## config.mk

```make
export PLATFORM = sky130hd
export DESIGN_NAME = pc_sequenciador
export DESIGN_NICKNAME = d
export VERILOG_FILES = /design/src/rtl/pc_pkg.sv /design/src/rtl/somador_pc.sv /design/src/rtl/pc_sequenciador.sv
export SDC_FILE = /design/constraint.sdc
export NUM_CORES = 1
export LEC_CHECK = 0
export ABC_AREA = 0
export CORE_AREA = 2 2 72 143
export DETAILED_ROUTE_END_ITERATION = 8
export DIE_AREA = 0 0 74 145
export PLACE_DENSITY = 0.93
export SKIP_LAST_GASP = 1
export SLEW_MARGIN = 40
export SYNTH_ARGS = -nofsm -noshare
export SYNTH_HDL_FRONTEND = slang
export SYNTH_SLANG_ARGS = --single-unit
```

## constraint.sdc

```tcl
create_clock -name clk -period 4 [get_ports clk]
set_input_delay 1 -clock clk [delete_from_list [all_inputs] [get_ports clk]]
set_output_delay 1 -clock clk [all_outputs]
set_load 0.01 [all_outputs]
```

## src/rtl/pc_pkg.sv

```systemverilog
// ---------------------------------------------------------------------------
// pc_pkg
// Shared definitions for the SDMips program-counter sequencer:
//   - estado_t   : FSM state encoding (00 INICIO, 01 EXEC, 10 ESPERA, 11 PARADO)
//   - PC_RESET_PADRAO / VETOR_EXC_PADRAO : default reset PC and exception vector
//   - desloc_desvio() : sign-extends a 16-bit word offset and scales it to bytes
// ---------------------------------------------------------------------------
package pc_pkg;

  typedef enum logic [1:0] {
    EST_INICIO = 2'b00,
    EST_EXEC   = 2'b01,
    EST_ESPERA = 2'b10,
    EST_PARADO = 2'b11
  } estado_t;

  localparam logic [31:0] PC_RESET_PADRAO  = 32'h0000_0000;
  localparam logic [31:0] VETOR_EXC_PADRAO = 32'h0000_0080;

  // Branch immediates are in words: sign-extend to 30 bits, then append 2'b00.
  function automatic logic [31:0] desloc_desvio(input logic [15:0] offset);
    return {{14{offset[15]}}, offset, 2'b00};
  endfunction

endpackage

```

## src/rtl/somador_pc.sv

```systemverilog
// ---------------------------------------------------------------------------
// somador_pc
// Sequential-address adder: pc_mais4 = pc + 4 (modulo 2^32, no carry out).
// Ports:
//   pc       in  32  current fetch address
//   pc_mais4 out 32  pc + 4, combinational
// ---------------------------------------------------------------------------
module somador_pc (
  input  logic [31:0] pc,
  output logic [31:0] pc_mais4
);

  assign pc_mais4 = pc + 32'd4;

endmodule

```

## src/rtl/pc_sequenciador.sv

```systemverilog
// ---------------------------------------------------------------------------
// pc_sequenciador
// Owns the SDMips PC register and selects its next value every clock among
// exception vector, stall/halt hold, jump-register, jump, conditional branch
// and sequential PC+4.
// Ports:
//   clk, rst_n          clock (rising edge), asynchronous active-low reset
//   stall               hold PC this cycle, enter ESPERA
//   parar               halt request, enter PARADO
//   excecao             exception: PC <= VETOR_EXC (highest priority)
//   desvio/offset_desvio  conditional branch taken / signed word offset
//   salto/alvo_salto    jump / 26-bit target field
//   salto_reg/reg_alvo  jump register / 32-bit target
//   pc, pc_mais4        current fetch address and pc+4 (combinational)
//   pc_valido           pc is a valid fetch address (EXEC or ESPERA)
//   estado              FSM state
//   erro_alinhamento    one-cycle pulse after a misaligned jr target
// ---------------------------------------------------------------------------
module pc_sequenciador
  import pc_pkg::*;
#(
  parameter logic [31:0] PC_RESET  = PC_RESET_PADRAO,
  parameter logic [31:0] VETOR_EXC = VETOR_EXC_PADRAO
) (
  input  logic        clk,
  input  logic        rst_n,
  input  logic        stall,
  input  logic        parar,
  input  logic        excecao,
  input  logic        desvio,
  input  logic [15:0] offset_desvio,
  input  logic        salto,
  input  logic [25:0] alvo_salto,
  input  logic        salto_reg,
  input  logic [31:0] reg_alvo,
  output logic [31:0] pc,
  output logic [31:0] pc_mais4,
  output logic        pc_valido,
  output logic [1:0]  estado,
  output logic        erro_alinhamento
);

  logic [31:0] pc_q, pc_d;
  estado_t     estado_q, estado_d;
  logic        erro_q, erro_d;
  logic [31:0] alvo_desvio;

  somador_pc u_somador_pc (
    .pc       (pc_q),
    .pc_mais4 (pc_mais4)
  );

  assign alvo_desvio = pc_mais4 + desloc_desvio(offset_desvio);

  always_comb begin
    pc_d     = pc_q;
    estado_d = estado_q;
    erro_d   = 1'b0;
    case (estado_q)
      EST_INICIO: estado_d = EST_EXEC;
      EST_EXEC, EST_ESPERA: begin
        if (excecao) begin
          pc_d     = VETOR_EXC;
          estado_d = EST_EXEC;
        end else if (stall) begin
          // Redirect inputs are held by their source until stall drops,
          // so they are simply not looked at here.
          estado_d = EST_ESPERA;
        end else if (parar) begin
          estado_d = EST_PARADO;
        end else begin
          estado_d = EST_EXEC;
          if (salto_reg) begin
            if (reg_alvo[1:0] == 2'b00) begin
              pc_d = reg_alvo;
            end else begin
              pc_d   = VETOR_EXC;
              erro_d = 1'b1;
            end
          end else if (salto) begin
            pc_d = {pc_mais4[31:28], alvo_salto, 2'b00};
          end else if (desvio) begin
            pc_d = alvo_desvio;
          end else begin
            pc_d = pc_mais4;
          end
        end
      end
      EST_PARADO: begin
        // Only an exception (or reset) wakes the core from halt.
        if (excecao) begin
          pc_d     = VETOR_EXC;
          estado_d = EST_EXEC;
        end
      end
      default: estado_d = EST_INICIO;
    endcase
  end

  always_ff @(posedge clk or negedge rst_n) begin
    if (!rst_n) begin
      pc_q     <= PC_RESET;
      estado_q <= EST_INICIO;
      erro_q   <= 1'b0;
    end else begin
      pc_q     <= pc_d;
      estado_q <= estado_d;
      erro_q   <= erro_d;
    end
  end

  assign pc               = pc_q;
  assign estado           = estado_q;
  assign pc_valido        = (estado_q == EST_EXEC) || (estado_q == EST_ESPERA);
  assign erro_alinhamento = erro_q;

endmodule

```

==> impl_metrics.prom <==
# TYPE chip_impl_metric gauge
chip_impl_info{name="synth_ff_type",value="sky130_fd_sc_hd__dfrtp_1"} 1
chip_impl_metric{name="post_synth_inst_count",unit=""} 583
chip_impl_metric{name="report.final.hold_viol_count",unit=""} 0
chip_impl_metric{name="max_slew.worst_pin.slew",unit="ns"} 0.7946
chip_impl_metric{name="synth.net_count",unit=""} 704
chip_impl_metric{name="wl_per_cell",unit="µm"} 22.27
chip_impl_metric{name="globalRouteMet1Util",unit="%"} 38.63
chip_impl_metric{name="groute.layer.met3.usage",unit="%"} 3.889
chip_impl_metric{name="timing.final.crit_period",unit="ns"} 3.955
chip_impl_metric{name="detail_route.wirelength",unit="mm"} 20.04
chip_impl_metric{name="grtUsageMet2",unit="%"} 64.33
chip_impl_metric{name="clkTransAtPathRegs",unit="ns"} 0.06
chip_impl_metric{name="num-fill-cells",unit=""} 759
chip_impl_metric{name="drtAntennaViolNets",unit=""} 0
chip_impl_metric{name="dp.final_hpwl",unit="mm"} 15.67
chip_impl_metric{name="antenna_cells",unit=""} 0
chip_impl_metric{name="clock_insertion_delay_worst_skew",unit="ns"} 0.29
chip_impl_metric{name="min_period_over_period",unit="%"} 98.87
chip_impl_metric{name="ys_seq_area_share",unit="%"} 19.64
chip_impl_metric{name="drt_iter0_drc",unit=""} 696
chip_impl_metric{name="avgViaCountPerCell",unit=""} 6.377
chip_impl_metric{name="ctsLongestPathBuffers",unit=""} 2
chip_impl_metric{name="cts.sinks",unit=""} 35
chip_impl_metric{name="numPortBuffers",unit=""} 149
chip_impl_metric{name="max-vdd-ir-drop",unit="mV"} 0.3203
chip_impl_metric{name="globalplace.congestion",unit=""} 1.033
chip_impl_metric{name="grt_start_max_net_pins",unit=""} 39
chip_impl_metric{name="synth_area_per_cell",unit="µm²"} 7.651
chip_impl_metric{name="count_of_flip_flops_with_a_built_in_enable_after_synthesis",unit=""} 0
chip_impl_metric{name="remaining_drc_errors",unit=""} 0
chip_impl_metric{name="design.portCount",unit=""} 150
chip_impl_info{name="cts.root.buffer_cell",value="sky130_fd_sc_hd__clkbuf_16"} 1
chip_impl_metric{name="grt_antenna_before_repair",unit=""} 0
chip_impl_info{name="gr-max-usage-layer",value="met2"} 1
chip_impl_metric{name="cts-htree-levels",unit=""} 2
chip_impl_metric{name="synth-seq-cells",unit=""} 35
chip_impl_info{name="status",value="complete, no violations"} 1
chip_impl_metric{name="hold_ws",unit="ns"} 0.5406
chip_impl_metric{name="via_count_of_the_first_global_routing_pass",unit=""} 5862
chip_impl_metric{name="cts_inserted_buffers",unit=""} 5
chip_impl_metric{name="worst-endpoint-arrival",unit="ns"} 2.95
chip_impl_metric{name="yosysWarnings",unit=""} 0
chip_impl_metric{name="leakagePower",unit="nW"} 2.830
chip_impl_metric{name="postLayoutSetupSlackWorst",unit="ns"} 0.04505
chip_impl_info{name="min_path_type",value="flop to flop"} 1
chip_impl_metric{name="starting_utilization_of_the_core_area",unit="%"} 46.29
chip_impl_metric{name="gr-usage-all-layers",unit="%"} 37.00
chip_impl_info{name="critical_path_class",value="flop to primary output"} 1
chip_impl_metric{name="nNetsFinal",unit=""} 888
chip_impl_metric{name="maxCapViolations",unit=""} 0
chip_impl_metric{name="row_count",unit=""} 51
chip_impl_metric{name="initial_drt_pass_iterations",unit=""} 8
chip_impl_metric{name="sequential_cell_area",unit="µm²"} 875.8
chip_impl_metric{name="cts_setup_buffers",unit=""} 0
chip_impl_metric{name="finalSetupTns",unit="ns"} 0
chip_impl_metric{name="r2r_slack",unit="ns"} 0.12
chip_impl_metric{name="synth_area",unit="µm²"} 4461
chip_impl_metric{name="finalSetupViolCount",unit=""} 0
chip_impl_info{name="clock_tree_from_tritoncts",value="done"} 1
chip_impl_metric{name="synth_cell_types",unit=""} 69
chip_impl_metric{name="dieHeight",unit="µm"} 145
chip_impl_metric{name="vias",unit=""} 5739
chip_impl_metric{name="critPathMaxFanout",unit=""} 6
chip_impl_metric{name="grt_remaining_overflow",unit=""} 0
chip_impl_metric{name="grt_first_pass_wirelength",unit="mm"} 30.39
chip_impl_metric{name="final_layout_size_suffix_gt1_share",unit="%"} 13.15
chip_impl_metric{name="multi_input_comb_area",unit="µm²"} 3486
chip_impl_metric{name="slew_headroom",unit="%"} 46.99
chip_impl_metric{name="critPathRequiredTime",unit="ns"} 3.00
chip_impl_info{name="setup_repair_after_global_routing_missed_its_margin",value="yes"} 1
chip_impl_metric{name="layout.core_utilization",unit="%"} 69.41
chip_impl_metric{name="placeableCoreArea",unit="µm²"} 9635
chip_impl_metric{name="max_freq",unit="GHz"} 0.2528
chip_impl_metric{name="finalClockSkew",unit="ns"} 0.005803
chip_impl_metric{name="async_reset_ff_share",unit="%"} 100.0
chip_impl_metric{name="synthToLayoutAreaGrowth",unit="%"} 49.93
chip_impl_metric{name="powerDensity",unit="nW/µm²"} 427.1
chip_impl_metric{name="timing_max_transition_violations_final",unit=""} 0
chip_impl_metric{name="dpl_worst_slack",unit="ns"} -0.07301
chip_impl_metric{name="floorplan.die.width",unit="µm"} 74
chip_impl_info{name="endpoint_kind",value="primary output"} 1
chip_impl_metric{name="die_area",unit="µm²"} 10730
chip_impl_metric{name="fin_total_pwr",unit="mW"} 2.857
chip_impl_info{name="start_kind",value="flop"} 1
## sequential cells by signal, indices dropped and copies added, names as in the netlist
register and cells:
estado 2, pc 32, erro_alinhamento 1
## cells in the final DEF, fill, tap and decap left out, drive strengths merged, types with 4 or more instances in the layout
cell type / instances
nor3: 14
or3: 4
nand3: 26
a21boi: 4
and3: 9
nor2: 51
nand4: 16
buf: 55
xor2: 13
a222oi: 6
and2: 4
a21oi: 46
o211ai: 11
inv: 19
clkbuf: 5
a22oi: 7
nor2b: 6
mux2i: 11
a31oi: 5
ha: 38
and4: 5
a221o: 4
o21a: 12
dfrtp: 35
xnor2: 34
o21ai: 39
o21bai: 5
nand2: 67
a211oi: 10
nor4: 9
clkdlybuf4s50: 149
a311oi: 5
## Yosys cell counts (3+ instances only)
cell | count | area [µm²]
sky130_fd_sc_hd__nand2_1 | 67 | 251.5
sky130_fd_sc_hd__nor2_1 | 49 | 183.9
sky130_fd_sc_hd__a21oi_1 | 44 | 220.2
sky130_fd_sc_hd__ha_1 | 38 | 475.5
sky130_fd_sc_hd__o21ai_0 | 38 | 190.2
sky130_fd_sc_hd__dfrtp_1 | 35 | 875.8
sky130_fd_sc_hd__xnor2_1 | 34 | 297.8
sky130_fd_sc_hd__nand3_1 | 26 | 130.1
sky130_fd_sc_hd__clkbuf_1 | 23 | 86.33
sky130_fd_sc_hd__inv_1 | 19 | 71.32
sky130_fd_sc_hd__nand4_1 | 16 | 100.1
sky130_fd_sc_hd__nor3_1 | 12 | 60.06
sky130_fd_sc_hd__xor2_1 | 12 | 105.1
sky130_fd_sc_hd__mux2i_1 | 11 | 110.1
sky130_fd_sc_hd__o21a_1 | 11 | 82.58
sky130_fd_sc_hd__a211oi_1 | 10 | 75.07
sky130_fd_sc_hd__o211ai_1 | 10 | 75.07
sky130_fd_sc_hd__and3_1 | 9 | 56.30
sky130_fd_sc_hd__nor4_1 | 8 | 50.05
sky130_fd_sc_hd__a22oi_1 | 7 | 52.55
sky130_fd_sc_hd__a222oi_1 | 6 | 60.06
sky130_fd_sc_hd__nor2b_1 | 6 | 37.54
sky130_fd_sc_hd__a311oi_1 | 5 | 43.79
sky130_fd_sc_hd__a31oi_1 | 5 | 31.28
sky130_fd_sc_hd__and4_1 | 5 | 43.79
sky130_fd_sc_hd__o21bai_1 | 5 | 37.54
sky130_fd_sc_hd__a21boi_0 | 4 | 30.03
sky130_fd_sc_hd__a221o_1 | 4 | 40.04
sky130_fd_sc_hd__or3_1 | 4 | 25.02
sky130_fd_sc_hd__a21o_1 | 3 | 22.52
sky130_fd_sc_hd__a22o_1 | 3 | 26.28
sky130_fd_sc_hd__a32oi_1 | 3 | 26.28
sky130_fd_sc_hd__and2_1 | 3 | 18.77
sky130_fd_sc_hd__o22ai_1 | 3 | 18.77
## through the flow
stage | instance area (µm²) | cells
final | 6688 | 900
after global routing | 6688 | 900
after CTS | 6608 | 900
after detailed placement | 6429 | 892
after global placement | 6429 | 892
after floorplan | 4461 | 583
## final cells by class
class                           count  area share [%]
Clock buffer                        5           1.871
Clock inverter                      3          0.6548
Inverter                           20           1.123
Multi-Input combinational cell    501           52.12
Sequential cell                    35           13.10
Tap cell                          132           2.470
Timing Repair Buffer              204           28.66
## where the power goes
part,switching (mW),internal (mW),total [mW]
sequential,0.120,0.423,0.543
clock,0.175,0.294,0.469
combinational,0.971,0.873,1.84
## cell families after synthesis
kind of cell | Yosys count | synth area share [%]
XOR/XNOR | 47 | 9.397
adder cells (fa/ha/maj) | 39 | 11.11
AND/OR/NAND/NOR | 217 | 23.67
multiplexers | 12 | 2.721
buffers and inverters | 47 | 4.319
AO/OA/AOI/OAI | 186 | 29.15
flip-flops | 35 | 19.64
## metal layers
metal  up-vias  wire length [µm]
li1       2545                 -
met1      2643              6307
met2       421             10480
met3       130              1612
met4         0              1642
met5         -                 0
## critical path: stages (launching register included)
cell,delay (ns)
sky130_fd_sc_hd__dfrtp_1,0.52
sky130_fd_sc_hd__nand4_1,0.40
sky130_fd_sc_hd__nor3_2,0.40
sky130_fd_sc_hd__and3_1,0.29
sky130_fd_sc_hd__nand3_1,0.13
sky130_fd_sc_hd__xnor2_1,0.33
sky130_fd_sc_hd__clkdlybuf4s50_1,0.60
## final timing paths
check	start	end	cells past startpoint
max in group asynchronous	rst_n	pc[18]$_DFFE_PN0P_	2
min in group asynchronous	rst_n	pc[1]$_DFFE_PN0P_	2
min	pc[1]$_DFFE_PN0P_	pc[1]$_DFFE_PN0P_	1
max reg2reg	pc[7]$_DFFE_PN0P_	pc[28]$_DFFE_PN0P_	15
max	pc[15]$_DFFE_PN0P_	pc_mais4[30]	6
min reg2reg	pc[1]$_DFFE_PN0P_	pc[1]$_DFFE_PN0P_	1
## timing repair
item,in CTS,in global routing
hold buffers,0,0
gates resized for setup,2,17
hold endpoints to repair,0,0
endpoints found under the setup margin,1,8
pin swaps,0,2
Note: power is estimated with default switching activity, not from simulation.
